**src/rtl/argon_pkg.sv**
```systemverilog
// Shared types and encodings for the Argon memory port arbiter.
package argon_pkg;

    localparam logic [2:0] RDMASK_NONE = 3'd0;
    localparam logic [2:0] RDMASK_B    = 3'd1;
    localparam logic [2:0] RDMASK_H    = 3'd2;
    localparam logic [2:0] RDMASK_W    = 3'd3;
    localparam logic [2:0] RDMASK_BU   = 3'd4;
    localparam logic [2:0] RDMASK_HU   = 3'd5;

    localparam logic [1:0] WRMASK_NONE = 2'd0;
    localparam logic [1:0] WRMASK_B    = 2'd1;
    localparam logic [1:0] WRMASK_H    = 2'd2;
    localparam logic [1:0] WRMASK_W    = 2'd3;

    typedef enum logic {
        ARB_IDLE,
        ARB_ACCESS
    } arb_state_e;

    typedef struct packed {
        logic [31:0] addr;
        logic [31:0] wr_data;
        logic [2:0]  rd_mask;
        logic [1:0]  wr_mask;
    } mem_req_t;

    localparam mem_req_t MEM_REQ_IDLE = '{
        addr:    32'd0,
        wr_data: 32'd0,
        rd_mask: RDMASK_NONE,
        wr_mask: WRMASK_NONE
    };

endpackage

```
**src/rtl/argon_mem_arbiter_if.sv**
```systemverilog
// One requester port of the memory arbiter: request fields in, gnt/done/rd_data back.
interface argon_mem_arbiter_if;

    logic        req;
    logic [31:0] addr;
    logic [31:0] wr_data;
    logic [2:0]  rd_mask;
    logic [1:0]  wr_mask;
    logic        gnt;
    logic        done;
    logic [31:0] rd_data;

    modport master (
        output req, addr, wr_data, rd_mask, wr_mask,
        input  gnt, done, rd_data
    );

    modport slave (
        input  req, addr, wr_data, rd_mask, wr_mask,
        output gnt, done, rd_data
    );

endinterface

```
**src/rtl/argon_rr_pick2.sv**
```systemverilog
// Combinational two-way picker: fixed priority to port 0, or round-robin away from i_last.
module argon_rr_pick2 (
    input  logic [1:0] i_req,
    input  logic       i_last,
    input  logic       i_fixed_prio,
    output logic [1:0] o_grant
);

    always_comb begin
        o_grant = i_req;
        if (i_req == 2'b11) begin
            o_grant = (i_fixed_prio || i_last) ? 2'b01 : 2'b10;
        end
    end

endmodule

```
**src/rtl/argon_mem_arbiter.sv**
```systemverilog
// Arbitrates the single Argon memory port between the CPU (port 0) and DMA/debug (port 1),
// holding the winning single-beat access on the bus for MEM_LATENCY cycles.
module argon_mem_arbiter
    import argon_pkg::*;
#(
    parameter int unsigned MEM_LATENCY  = 1,
    parameter bit          CPU_PRIORITY = 1'b0
) (
    input  logic                  sys_clk,
    input  logic                  i_reset,
    argon_mem_arbiter_if.slave    m0,
    argon_mem_arbiter_if.slave    m1,
    output logic [31:0]           o_mem_addr,
    output logic [31:0]           o_mem_wr_data,
    output logic [2:0]            o_mem_rd_mask,
    output logic [1:0]            o_mem_wr_mask,
    input  logic [31:0]           i_mem_rd_data
);

    localparam int unsigned CntW = $clog2(MEM_LATENCY + 1);
    localparam logic [CntW-1:0] CntInit = CntW'(MEM_LATENCY - 1);

    arb_state_e      state_q, state_d;
    logic [CntW-1:0] cnt_q, cnt_d;
    logic            owner_q, owner_d;
    logic            r_last_q, r_last_d;
    mem_req_t        mreq_q, mreq_d;
    logic [1:0]      done_q, done_d;
    logic [31:0]     rd_data0_q, rd_data0_d;
    logic [31:0]     rd_data1_q, rd_data1_d;

    logic [1:0]      pick;
    logic [1:0]      grant;
    logic            gnt_port;
    mem_req_t        new_req;
    logic [31:0]     rd_val;

    argon_rr_pick2 u_pick (
        .i_req        ({m1.req, m0.req}),
        .i_last       (r_last_q),
        .i_fixed_prio (CPU_PRIORITY),
        .o_grant      (pick)
    );

    assign grant    = (state_q == ARB_IDLE) ? pick : 2'b00;
    assign gnt_port = grant[1];

    // A write wins over a simultaneous read: the read mask is dropped at latch time.
    always_comb begin
        new_req.addr    = gnt_port ? m1.addr    : m0.addr;
        new_req.wr_data = gnt_port ? m1.wr_data : m0.wr_data;
        new_req.wr_mask = gnt_port ? m1.wr_mask : m0.wr_mask;
        new_req.rd_mask = gnt_port ? m1.rd_mask : m0.rd_mask;
        if (new_req.wr_mask != WRMASK_NONE) begin
            new_req.rd_mask = RDMASK_NONE;
        end
    end

    assign rd_val = (mreq_q.rd_mask != RDMASK_NONE) ? i_mem_rd_data : 32'd0;

    always_comb begin
        state_d    = state_q;
        cnt_d      = cnt_q;
        owner_d    = owner_q;
        r_last_d   = r_last_q;
        mreq_d     = mreq_q;
        done_d     = 2'b00;
        rd_data0_d = 32'd0;
        rd_data1_d = 32'd0;
        unique case (state_q)
            ARB_IDLE: begin
                if (|grant) begin
                    state_d  = ARB_ACCESS;
                    cnt_d    = CntInit;
                    owner_d  = gnt_port;
                    r_last_d = gnt_port;
                    mreq_d   = new_req;
                end
            end
            ARB_ACCESS: begin
                if (cnt_q == '0) begin
                    state_d         = ARB_IDLE;
                    mreq_d          = MEM_REQ_IDLE;
                    done_d[owner_q] = 1'b1;
                    if (owner_q) begin
                        rd_data1_d = rd_val;
                    end else begin
                        rd_data0_d = rd_val;
                    end
                end else begin
                    cnt_d = cnt_q - 1'b1;
                end
            end
            default: state_d = ARB_IDLE;
        endcase
    end

    always_ff @(posedge sys_clk or posedge i_reset) begin
        if (i_reset) begin
            state_q    <= ARB_IDLE;
            cnt_q      <= '0;
            owner_q    <= 1'b0;
            r_last_q   <= 1'b1;
            mreq_q     <= MEM_REQ_IDLE;
            done_q     <= 2'b00;
            rd_data0_q <= 32'd0;
            rd_data1_q <= 32'd0;
        end else begin
            state_q    <= state_d;
            cnt_q      <= cnt_d;
            owner_q    <= owner_d;
            r_last_q   <= r_last_d;
            mreq_q     <= mreq_d;
            done_q     <= done_d;
            rd_data0_q <= rd_data0_d;
            rd_data1_q <= rd_data1_d;
        end
    end

    assign m0.gnt     = grant[0];
    assign m1.gnt     = grant[1];
    assign m0.done    = done_q[0];
    assign m1.done    = done_q[1];
    assign m0.rd_data = rd_data0_q;
    assign m1.rd_data = rd_data1_q;

    assign o_mem_addr    = mreq_q.addr;
    assign o_mem_wr_data = mreq_q.wr_data;
    assign o_mem_rd_mask = mreq_q.rd_mask;
    assign o_mem_wr_mask = mreq_q.wr_mask;

endmodule

```
**src/flat_wrapper.sv**
```systemverilog
// flat-port wrapper written by rule: the top's interface ports become plain ports
module argon_mem_arbiter_flat import argon_pkg::*;
#(
    parameter int unsigned MEM_LATENCY  = 1,
    parameter bit          CPU_PRIORITY = 1'b0
)
  (sys_clk, i_reset, o_mem_addr, o_mem_wr_data, o_mem_rd_mask, o_mem_wr_mask, i_mem_rd_data, m0_req, m0_addr, m0_wr_data, m0_rd_mask, m0_wr_mask, m0_gnt, m0_done, m0_rd_data, m1_req, m1_addr, m1_wr_data, m1_rd_mask, m1_wr_mask, m1_gnt, m1_done, m1_rd_data);
  argon_mem_arbiter_if m0_i ();
  argon_mem_arbiter_if m1_i ();
  input  logic sys_clk;
  input  logic i_reset;
  output logic [31:0] o_mem_addr;
  output logic [31:0] o_mem_wr_data;
  output logic [2:0] o_mem_rd_mask;
  output logic [1:0] o_mem_wr_mask;
  input  logic [31:0] i_mem_rd_data;
  input wire logic [$bits(m0_i.req)-1:0] m0_req;
  input wire logic [$bits(m0_i.addr)-1:0] m0_addr;
  input wire logic [$bits(m0_i.wr_data)-1:0] m0_wr_data;
  input wire logic [$bits(m0_i.rd_mask)-1:0] m0_rd_mask;
  input wire logic [$bits(m0_i.wr_mask)-1:0] m0_wr_mask;
  output wire logic [$bits(m0_i.gnt)-1:0] m0_gnt;
  output wire logic [$bits(m0_i.done)-1:0] m0_done;
  output wire logic [$bits(m0_i.rd_data)-1:0] m0_rd_data;
  input wire logic [$bits(m1_i.req)-1:0] m1_req;
  input wire logic [$bits(m1_i.addr)-1:0] m1_addr;
  input wire logic [$bits(m1_i.wr_data)-1:0] m1_wr_data;
  input wire logic [$bits(m1_i.rd_mask)-1:0] m1_rd_mask;
  input wire logic [$bits(m1_i.wr_mask)-1:0] m1_wr_mask;
  output wire logic [$bits(m1_i.gnt)-1:0] m1_gnt;
  output wire logic [$bits(m1_i.done)-1:0] m1_done;
  output wire logic [$bits(m1_i.rd_data)-1:0] m1_rd_data;
  assign m0_i.req = m0_req;
  assign m0_i.addr = m0_addr;
  assign m0_i.wr_data = m0_wr_data;
  assign m0_i.rd_mask = m0_rd_mask;
  assign m0_i.wr_mask = m0_wr_mask;
  assign m0_gnt = m0_i.gnt;
  assign m0_done = m0_i.done;
  assign m0_rd_data = m0_i.rd_data;
  assign m1_i.req = m1_req;
  assign m1_i.addr = m1_addr;
  assign m1_i.wr_data = m1_wr_data;
  assign m1_i.rd_mask = m1_rd_mask;
  assign m1_i.wr_mask = m1_wr_mask;
  assign m1_gnt = m1_i.gnt;
  assign m1_done = m1_i.done;
  assign m1_rd_data = m1_i.rd_data;
  argon_mem_arbiter #(.MEM_LATENCY(MEM_LATENCY), .CPU_PRIORITY(CPU_PRIORITY)) u_core (.sys_clk(sys_clk), .i_reset(i_reset), .m0(m0_i), .m1(m1_i), .o_mem_addr(o_mem_addr), .o_mem_wr_data(o_mem_wr_data), .o_mem_rd_mask(o_mem_rd_mask), .o_mem_wr_mask(o_mem_wr_mask), .i_mem_rd_data(i_mem_rd_data));
endmodule
```
**config.mk**
```make
export PLATFORM = sky130hd
export DESIGN_NAME = argon_mem_arbiter_flat
export DESIGN_NICKNAME = d
export VERILOG_FILES = /design/src/rtl/argon_pkg.sv /design/src/rtl/argon_mem_arbiter_if.sv /design/src/rtl/argon_rr_pick2.sv /design/src/rtl/argon_mem_arbiter.sv /design/src/flat_wrapper.sv
export SDC_FILE = /design/constraint.sdc
export NUM_CORES = 1
export LEC_CHECK = 0
export ABC_AREA = 1
export CAP_MARGIN = 25
export CORE_MARGIN = 2
export CORE_UTILIZATION = 42
export DETAILED_ROUTE_END_ITERATION = 12
export HOLD_SLACK_MARGIN = 0.08
export MAX_ROUTING_LAYER = met4
export PLACE_DENSITY = 0.95
export SLEW_MARGIN = 20
export SYNTH_ARGS = -nofsm -noshare
export SYNTH_HDL_FRONTEND = slang
export SYNTH_SLANG_ARGS = --single-unit
```
**constraint.sdc**
```tcl
create_clock -name sys_clk -period 12.32 [get_ports sys_clk]
set_input_delay 1.848 -clock sys_clk [delete_from_list [all_inputs] [get_ports sys_clk]]
set_output_delay 1.848 -clock sys_clk [all_outputs]
set_load 0.02 [all_outputs]
```
==> key figures, run 1 <==
Yosys
  • EDFF count, synth: 0
  • Top-area cell type share of the netlist area: 0.6066
  • Post-synth ARST share: 1.000
  • Mapped Cells: ~650
  • Post-synth top cells: nand2_1 (226), dfrtp_1 (137), inv_1 (74)
  • Most common cell in the netlist: nand2_1
  • Warnings, synthesis: 0
  • Register area share after synthesis: 0.6112
  • Synth Register Bits: about 140
  • Dominant cell type by area after synthesis: dfrtp_1
  • Main synth FF type: dfrtp_1
  • Mean Syn Cell Area: roughly 8.7 sq um
  • Synth cell types: 18
  • Synth Cell Area: between 5000 and 6000 sq um
  • Area contributors post-synth: dfrtp_1 (61%), nand2_1 (15%), inv_1 (4.9%)
  • Net count after synthesis: 825

CTS
  • Reg clk slew, reported paths: approximately 60 ps
  • Total CTS buffers: 17
  • Max clock buf depth: 2
  • Post-CTS Setup Bufs: 0
  • Hold buffers post-CTS: 0
  • H-Tree Depth: 4
  • CTS tree: done
  • Clock latency at the later pin of the worst-skew pair: around 410 ps
  • CTS sink cnt: roughly 140
  • Resized cells post-CTS: 0
  • CTS Root Cell: clkbuf_16

Worst setup path
  • CP Data Arrival Time: ~3700 ps
  • Critical-path top delay cell: clkdlybuf4s50_1
  • Slowest stage delay, CP: approximately 620 ps
  • Buffers & Inverters on Critical Path: 3
  • Stages on the worst setup path: 5
  • Reg2reg path depth: 8
  • Setup crit end kind: output pin
  • CP dominant cell by count: clkdlybuf4s50_1
  • Worst-path cell chain: clkdlybuf4s50_1, nand2_1, nand3_4, inv_1, clkdlybuf4s50_1
  • Family with the most delay on the worst path: buffers and inverters
  • Critical setup path kind: input pin to output pin
  • Crit-path max FO: 56
  • Critical Path RT: 10,470 ps
  • Startpoint types: input pin

Drt
  • WL final: around 18,000 microns
  • Vias per cell: ~4.7
  • WL/cell: 15.87 microns
  • Initial DRT Pass Iterations: 6
  • Drt drc: 0
  • ANT nets after route: 0
  • Total number of vias: 5,396
  • Initial DRC Count: between 300 and 400

Final layout
  • Inserted Diodes: 0
  • Final Net Count: about 1.1k
  • Layout cell share with drive strength beyond 1: 0.04891
  • Final non-filler cell total: 1,137
  • Layout area overhead: 68.01%
  • # fillers: between 900 and 1k

Timing
  • Worst slew margin: 0.4392
  • RSZ-0062 raised after global routing: false
  • Min Tclk post-route: around 5500 ps
  • Final TNS setup: 0 ps
  • Slew Viols, Final: 0
  • Skew final: around 5 ps
  • Final setup violation count: 0
  • Final hold violation count: 0
  • Final Cycle Share: 0.4500
  • Final setup margin: 6776 ps
  • Least-Margin Pin Slew: ~840 ps
  • Fmax achieved: between 150 and 200 MHz

Floorplan
  • Die Y: 120 microns
  • Initial Utilization: 0.4285
  • Die Wd: ~120 microns
  • Num rows: 42
  • DIE AREA: 14,400 sq um
  • Core ar.: 13,190 sq um
  • # IOs: roughly 310

Place
  • Port Buffers: a little over 300
  • Worst slack, placed: 6774 ps
  • Dpl cells: ~1.1k
  • HPWL after detailed placement: 13,150 microns
  • RePlAce Congestion: between 0.8 and 0.9

Power
  • Worst-case vdd ir drop: around 0.00011 V
  • Power density over cell area: roughly 150 nW/um^2
  • Pleak: around 4.6 nW

Global route
  • Initial antenna violation count: 0
  • Tot GR Track Use: 0.2637
  • First-pass GRT wire length: roughly 28,000 microns
  • Vias in the first global route: ~5.6k
  • Grt total ovfl: 0
  • Largest net degree at the start of global routing: 85

Hold path
  • Hold Path Class: flop to flop
  • Cells on Worst Hold Path: 2

Status
  • Outcome: finished clean

Job
  • Max-Cap Viols: 0
## cell type report
cell class / count / area, sq um / area share
multi-input cells: 398 / 1738 / 0.1830
inverters: 76 / 290.3 / 0.03057
well taps: 176 / 220.2 / 0.02319
flip-flops and latches: 138 / 3455 / 0.3638
clock buffers: 17 / 425.4 / 0.04480
repair buffers: 317 / 3191 / 0.3360
clock inverters: 15 / 176.4 / 0.01858
## stage by stage
stage	hold slack (ps)	total power, mW	util	cell area, sq um
after floorplan	435.9	0.7207	-	5652
after global placement	460.7	0.9093	0.6698	8835
after detailed placement	467.3	0.9243	0.6721	8865
after CTS	482.0	1.445	0.7177	9467
after global routing	494.8	1.499	0.7199	9495
final	477.8	1.432	0.7199	9495
## cell usage in the layout (no fill, tap or decap)
cell,Yosys,final
inv_8,0,3
nor2_4,1,1
o21ai_0,55,55
nand3_4,0,1
nand3_1,3,2
nand2_1,226,226
clkdlybuf4s50_1,0,310
dfrtp_1,137,137
inv_2,2,2
clkinv_4,0,2
a211oi_1,1,1
dfstp_2,1,1
o21ai_2,1,1
clkinvlp_4,0,1
clkinv_2,0,1
clkbuf_16,0,17
inv_1,74,73
or3_2,0,1
nor2_1,73,73
buf_8,0,2
bufinv_16,0,2
o211ai_1,37,37
buf_16,0,1
buf_4,1,4
inv_6,0,7
## metal layers
layer,part of all wire,track usage,vias to the layer above
li1,-,-,2589
met1,0.36,0.2790,2532
met2,0.51,0.4535,244
met3,0.11,0.09696,31
met4,0.025,0.09265,0
met5,0,-,-
## worst paths after layout
| kind | startpoint | to | slack (ps) |
|---|---|---|---|
| min in group asynchronous | i_reset | u_core.o_mem_addr[7]$_DFFE_PP0P_ | 1880 |
| min | u_core.o_mem_addr[15]$_DFFE_PP0P_ | u_core.o_mem_addr[15]$_DFFE_PP0P_ | 480 |
| min reg2reg | u_core.o_mem_addr[15]$_DFFE_PP0P_ | u_core.o_mem_addr[15]$_DFFE_PP0P_ | 480 |
| max | m0_req | m1_gnt | 6780 |
| max reg2reg | u_core.state_q$_DFF_PP0_ | u_core.o_mem_wr_data[19]$_DFFE_PP0P_ | 9850 |
| max in group asynchronous | i_reset | u_core.r_last_q$_DFFE_PP1P_ | 9310 |
## sequential cells by signal, summed over array words and instances, names as in the netlist, 2 cells and up
signal,count
u_core.m0.rd_data,32
u_core.m1.rd_data,32
u_core.o_mem_addr,32
u_core.o_mem_wr_data,32
u_core.o_mem_rd_mask,3
u_core.done_q,2
u_core.o_mem_wr_mask,2
## where the power goes
| group | total [mW] | internal [mW] | switching [mW] |
|---|---|---|---|
| Sequential | 0.533 | 0.507 | 0.0264 |
| Combinational | 0.383 | 0.174 | 0.209 |
| Clock | 0.516 | 0.306 | 0.210 |
| Total | 1.43 | 0.987 | 0.446 |
## worst register-to-register path: stages, from the launching register on
cell     delay (ps)
dfrtp_1         460
inv_2           100
o21ai_2          80
buf_4           310
inv_2           380
nor2_4          180
buf_4           550
nand2_1         210
o21ai_0         120
## cell families (layout without fill, tap and decap cells)
logic type,Yosys count,count (layout),synth area share
buffers and inverters,115,425,0.08368
and+or+nand+nor,304,304,0.2043
AOI/OAI and AO/OA,94,94,0.1007
DFF,138,138,0.6112
Note: power is estimated with default switching activity, not from simulation.
==> inputs of run 2 (changes only) <==
--- a/config.mk
+++ b/config.mk
@@ -8,11 +8,11 @@
 export ABC_AREA = 1
 export CAP_MARGIN = 25
 export CORE_MARGIN = 2
-export CORE_UTILIZATION = 42
+export CORE_UTILIZATION = 39
 export DETAILED_ROUTE_END_ITERATION = 12
 export HOLD_SLACK_MARGIN = 0.08
 export MAX_ROUTING_LAYER = met4
-export PLACE_DENSITY = 0.95
+export PLACE_DENSITY = 0.92
 export SLEW_MARGIN = 20
 export SYNTH_ARGS = -nofsm -noshare
 export SYNTH_HDL_FRONTEND = slang
==> constraint.sdc (replaced) <==
create_clock -name sys_clk -period 5.5 [get_ports sys_clk]
set_input_delay 0.825 -clock sys_clk [delete_from_list [all_inputs] [get_ports sys_clk]]
set_output_delay 0.825 -clock sys_clk [all_outputs]
set_load 0.02 [all_outputs]
==> run 2 against run 1 <==
  * Register-to-register slack worse by 6700 ps
  * Core utilization is 4.1 points lower
  * Combinational power is 130% higher
  * Largest power group unchanged
==> key figures, run 2 (synthesis gave the netlist of run 1 again) <==
Status
  • Outcome: finished clean

Hold path
  • Hold Path Class: flop to flop
  • Cells on Worst Hold Path: 2 (unchanged)

Power
  • Power density over cell area: 339.6 nW/um^2 (+130%)
  • Pleak: 4.569 nW (+0.31%)
  • Combinational share of power: 0.268 (about the same)
  • Clock share of power: 0.361 (about the same)
  • Internal: 2.239 mW (+130%)
  • Worst-case vdd ir drop: 0.0002641 V (+140%)
  • NetSw: 0.9979 mW (+120%)
  • Seq pwr share: 0.371 (about the same)
  • Sw frac: 0.3083 (-0.002743)

Drt
  • Vias per cell: 4.816 (+1.5%)
  • Drt drc: 0 (unchanged)
  • Initial DRC Count: 395 (+9.7%)
  • WL/cell: 16.29 microns (+2.7%)
  • ANT nets after route: 0 (unchanged)
  • Total number of vias: 5,505 (+2.0%)
  • Initial DRT Pass Iterations: 4 (-2)
  • WL final: 18,620 microns (+3.2%)

CTS
  • Clock latency at the later pin of the worst-skew pair: 420 ps (about the same)
  • CTS Root Cell: clkbuf_16
  • H-Tree Depth: 4 (unchanged)
  • Hold buffers post-CTS: 0 (unchanged)
  • Resized cells post-CTS: 0 (unchanged)
  • Total CTS buffers: 17 (unchanged)
  • CTS sink cnt: 138 (unchanged)
  • Post-CTS Setup Bufs: 0 (unchanged)
  • CTS tree: done
  • Reg clk slew, reported paths: 60 ps (about the same)
  • Max clock buf depth: 2 (unchanged)

Job
  • Max-Cap Viols: 0 (unchanged)

Global route
  • Grt total ovfl: 0 (unchanged)
  • Largest net degree at the start of global routing: 101 (+19%)
  • First-pass GRT wire length: 29,570 microns (+4.2%)
  • Tot GR Track Use: 0.2502 (-0.01348)
  • Vias in the first global route: 5,678 (+2.0%)
  • Initial antenna violation count: 1 (+1)

Worst setup path
  • Setup crit end kind: output pin
  • Critical setup path kind: input pin to output pin
  • Critical Path RT: 4680 ps (-5790 ps)
  • Reg2reg path depth: 5 (-3)
  • CP Data Arrival Time: 2870 ps (-830 ps)
  • Startpoint types: input pin
  • Crit-path max FO: 68 (+21%)

Timing
  • RSZ-0062 raised after global routing: false
  • Fmax achieved: around 270 MHz
  • Worst slew margin: 0.3944 (-0.04482)
  • Final Cycle Share: 0.6727
  • Final TNS setup: 0 ps (unchanged)
  • Skew final: 8.873 ps (+3.934 ps)
  • Least-Margin Pin Slew: 908.5 ps (+67.22 ps)
  • Final hold violation count: 0 (unchanged)
  • Final setup margin: 1800 ps (-4976 ps)
  • Min Tclk post-route: between 3000 and 4000 ps
  • Slew Viols, Final: 0 (unchanged)
  • Final setup violation count: 0 (unchanged)

Floorplan
  • # IOs: 311 (unchanged)
  • Die Y: 124.4 microns (+3.6%)
  • Core ar.: 14,040 sq um (+6.5%)
  • Num rows: 43 (+2.4%)
  • DIE AREA: 15,470 sq um (+7.4%)
  • Initial Utilization: 0.4025 (-0.02600)
  • Die Wd: 124.4 microns (+3.6%)

Final layout
  • Layout cell share with drive strength beyond 1: 0.04990 (+0.0009887)
  • Commonest non-fill, non-tap cell in the layout: clkdlybuf4s50_1
  • Final Net Count: 1,123 (+0.089%)
  • Most frequent cells in the layout: clkdlybuf4s50_1 (310), nand2_1 (225), dfrtp_1 (137)
  • Final Cell Area: 9532 sq um (+0.38%)
  • # fillers: 1,047 (+14%)
  • Layout area overhead: 68.65%
  • Final Core Density: 0.6788 (-0.04110)

Place
  • Worst slack, placed: 1805 ps (-4969 ps)
  • HPWL after detailed placement: 13,140 microns (about the same)
  • RePlAce Congestion: 0.8576 (-3.8%)
  • Placed cell area: 8892 sq um (+0.31%)
  • Port Buffers: 310 (unchanged)
run 2: cell type report:
| cell class | instances | area, sq um | area share |
|---|---|---|---|
| repair buffers | 318 | 3211 | 0.3368 |
| diodes | 1 | 2.502 | 0.0002625 |
| clock buffers | 19 | 452.9 | 0.04752 |
| well taps | 180 | 225.2 | 0.02363 |
| flip-flops and latches | 138 | 3455 | 0.3624 |
| inverters | 76 | 290.3 | 0.03045 |
| multi-input cells | 398 | 1739 | 0.1825 |
| clock inverters | 13 | 156.4 | 0.01641 |
run 2: final timing paths:
check	from	to	slack, ps
setup / recovery	m0_req	m1_gnt	1800
hold / removal	u_core.o_mem_addr[31]$_DFFE_PP0P_	u_core.o_mem_addr[31]$_DFFE_PP0P_	480
setup reg to reg	u_core.state_q$_DFF_PP0_	u_core.o_mem_wr_data[29]$_DFFE_PP0P_	3170
hold reg to reg	u_core.o_mem_addr[31]$_DFFE_PP0P_	u_core.o_mem_addr[31]$_DFFE_PP0P_	480
max in group asynchronous	i_reset	u_core.r_last_q$_DFFE_PP1P_	3400
min in group asynchronous	i_reset	u_core.o_mem_addr[8]$_DFFE_PP0P_	1020
run 2: worst max-delay path: stages:
cell and delay (ps):
clkdlybuf4s50_1 460, nand2_1 160, nand3_4 530, inv_1 210, clkdlybuf4s50_1 630
run 2: metrics by stage:
| step | total power [mW] | cells | hold WS [ps] |
|---|---|---|---|
| after detailed placement | 2.075 | 1109 | 465.8 |
| after CTS | 3.260 | 1141 | 484.2 |
| after global placement | 2.043 | 1107 | 460.4 |
| after floorplan | 1.614 | 651 | 435.9 |
| after global routing | 3.378 | 1143 | 507.6 |
| final | 3.237 | 1143 | 479.8 |
run 2: metal layers:
layer  track usage  routed length [microns]  up-vias
met1        0.2743                     7064     2599
met5             -                        0        -
met3       0.07560                     1419       41
met4       0.08923                      544        0
met2        0.4317                     9591      257
li1              -                        -     2608
run 2: power by group through the flow:
stage	combinational, mW	clock, mW	sequential [mW]
final	0.868	1.17	1.20
after global routing	0.935	1.23	1.21
after CTS	0.869	1.19	1.20
after detailed placement	0.860	0	1.22
after global placement	0.834	0	1.21
after floorplan	0.259	0	1.36
==> inputs of run 3 (changes only) <==
==> constraint.sdc (replaced) <==
create_clock -name sys_clk -period 3.5 [get_ports sys_clk]
set_input_delay 0.525 -clock sys_clk [delete_from_list [all_inputs] [get_ports sys_clk]]
set_output_delay 0.525 -clock sys_clk [all_outputs]
set_load 0.02 [all_outputs]
==> run 3 against run 2 <==
  * Clock power increased by 48%
  * First-iteration DRC count decreased by 17%
  * Sequential power increased by 57%
  * Worst setup slack got worse by 840 ps
  * Sequential share of layout area increased by 0.17 points
  * Final cell count unchanged
  * Combinational power increased by 57%
  * Clock skew increased by 4.3 ps
  * Final area decreased by 0.46%
  * Critical endpoint is now m0_gnt
==> key figures, run 3 (synthesis gave the netlist of run 1 again) <==
Status
  • Outcome: finished clean

Drt
  • Vias per cell: 4.715 (-2.1%)
  • WL/cell: 16.07 microns (-1.3%)
  • Drt drc: 0 (unchanged)
  • Initial DRC Count: 328 (-17%)
  • WL final: 18,370 microns (-1.3%)
  • ANT nets after route: 0 (unchanged)
  • Total number of vias: 5,389 (-2.1%)
  • Initial DRT Pass Iterations: 6 (+2)

CTS
  • Post-CTS Setup Bufs: 0 (unchanged)
  • Total CTS buffers: 17 (unchanged)
  • Reg clk slew, reported paths: 60 ps (about the same)
  • Resized cells post-CTS: 0 (unchanged)
  • Hold buffers post-CTS: 0 (unchanged)
  • CTS tree: done
  • H-Tree Depth: 4 (unchanged)
  • Max clock buf depth: 2 (unchanged)
  • CTS Root Cell: clkbuf_16
  • CTS sink cnt: 138 (unchanged)
  • Clock latency at the later pin of the worst-skew pair: 410 ps (about the same)

Worst setup path
  • Worst-path cell chain: clkdlybuf4s50_1, a211oi_1, clkdlybuf4s50_1
  • Critical setup path kind: input pin to output pin
  • Crit-path max FO: 4 (-94%)
  • CP Data Arrival Time: 2010 ps (-860 ps)
  • Setup crit end kind: output pin
  • CP dominant cell by count: clkdlybuf4s50_1
  • Startpoint types: input pin
  • Buffers & Inverters on Critical Path: 2 (-1)
  • Family with the most delay on the worst path: buffers and inverters
  • Critical Path RT: 2970 ps (-1710 ps)
  • Slowest stage delay, CP: 660 ps (+30 ps)
  • Critical-path top delay cell: clkdlybuf4s50_1

Timing
  • Final TNS setup: 0 ps (unchanged)
  • RSZ-0062 raised after global routing: false
  • Skew final: 13.17 ps (+4.293 ps)
  • Min Tclk post-route: ~2500 ps
  • Final setup violation count: 0 (unchanged)
  • Slew Viols, Final: 0 (unchanged)
  • Worst slew margin: 0.4216 (+0.02727)
  • Final Cycle Share: 0.7254
  • Least-Margin Pin Slew: 865.5 ps (-43.00 ps)
  • Final hold violation count: 0 (unchanged)
  • Fmax achieved: just under 400 MHz

Global route
  • Grt total ovfl: 0 (unchanged)
  • Grt met1 use: 0.2783 (+0.004012)
  • First-pass GRT wire length: 28,900 microns (-2.3%)
  • Met3 Track Usage GR: 0.07174 (-0.003866)
  • Largest net degree at the start of global routing: 139 (+38%)
  • Tot GR Track Use: 0.2459 (-0.004331)
  • Layer with the highest usage: met2
  • Vias in the first global route: 5,571 (-1.9%)
  • Initial antenna violation count: 0 (-1)
  • Met2 global-route usage: 0.4211 (-0.01061)

Place
  • RePlAce Congestion: 0.8568 (about the same)
  • Port Buffers: 310 (unchanged)
  • HPWL after detailed placement: 13,160 microns (+0.15%)

Floorplan
  • Core ar.: 14,040 sq um (unchanged)
  • Initial Utilization: 0.4025 (unchanged)
  • # IOs: 311 (unchanged)
  • Die Y: 124.4 microns (unchanged)
  • Num rows: 43 (unchanged)
  • DIE AREA: 15,470 sq um (unchanged)
  • Die Wd: 124.4 microns (unchanged)

Final layout
  • Final Core Density: 0.6757 (-0.003119)
  • Inserted Diodes: 0 (-1)
  • Layout cell share with drive strength beyond 1: 0.04881 (-0.001090)
  • Most frequent cells in the layout: clkdlybuf4s50_1 (310), nand2_1 (226), dfrtp_1 (137)
  • Final Net Count: 1,124 (+0.089%)
  • Commonest non-fill, non-tap cell in the layout: clkdlybuf4s50_1
  • Layout area overhead: 67.88%
  • # fillers: 1,060 (+1.2%)

Hold path
  • Hold Path Class: flop to flop

Power
  • Tot Pwr: 4.973 mW (+54%)
  • Power density over cell area: 524.1 nW/um^2 (+54%)
  • Pleak: 4.532 nW (-0.82%)
  • Worst-case vdd ir drop: 0.0003024 V (+15%)

Job
  • Max-Cap Viols: 0 (unchanged)
-- run 3: changes by cell type in the layout (fill, tap and decap cells not counted), sizes merged --
cell	before	now
buf	8	9
bufinv	2	1
clkinv	4	0
clkinvlp	1	6
diode	1	0
-- run 3: layer usage --
layer  vias to the layer above  wire [microns]
li1                       2601               -
met1                      2523            7574
met4                         0             373
met5                         -               0
met3                        29            1053
met2                       236            9370
-- run 3: cell type report --
| cell class | count | area [sq um] | area share |
|---|---|---|---|
| Tap cell | 180 | 225.2 | 0.02374 |
| Timing Repair Buffer | 319 | 3211 | 0.3384 |
| Clock buffer | 19 | 442.9 | 0.04668 |
| Clock inverter | 13 | 128.9 | 0.01358 |
| Multi-Input combinational cell | 398 | 1737 | 0.1830 |
| Sequential cell | 138 | 3455 | 0.3641 |
| Inverter | 76 | 289.0 | 0.03046 |
-- run 3: report_power, final --
group          internal, mW  switching [mW]  total (mW)
combinational         0.621           0.740        1.36
clock                  1.01           0.719        1.73
sequential             1.78          0.0975        1.88
total                  3.42            1.56        4.97
-- run 3: path summary, 6_finish.rpt --
path / startpoint / end / slack (ps) / depth (start not counted)
min in group asynchronous: i_reset / u_core.o_mem_addr[7]$_DFFE_PP0P_ / 670 / 3
min reg2reg: u_core.o_mem_addr[12]$_DFFE_PP0P_ / u_core.o_mem_addr[12]$_DFFE_PP0P_ / 480 / 2
max reg2reg: u_core.state_q$_DFF_PP0_ / u_core.o_mem_rd_mask[2]$_DFFE_PP0P_ / 1530 / 9
min: u_core.o_mem_addr[12]$_DFFE_PP0P_ / u_core.o_mem_addr[12]$_DFFE_PP0P_ / 480 / 2
max: m1_req / m0_gnt / 960 / 3
max in group asynchronous: i_reset / u_core.o_mem_wr_data[21]$_DFFE_PP0P_ / 2290 / 3
-- run 3: worst min-delay path, delay by kind of cell (launching register included) --
kind | cells | cell delay (ps)
flip-flops | 1 | 340
AND/OR/NAND/NOR | 2 | 110
-- run 3: per-stage QoR --
stage / area (sq um) / hold slack (ps) / instances / setup slack (ps)
after floorplan: 5655 / 435.9 / 651 / 1255
after global placement: 8886 / 461.4 / 1109 / 1030
after detailed placement: 8901 / 464.9 / 1110 / 974.1
after CTS: 9473 / 476.6 / 1142 / 970.6
after global routing: 9488 / 496.8 / 1143 / 884.1
final: 9488 / 477.9 / 1143 / 961.2
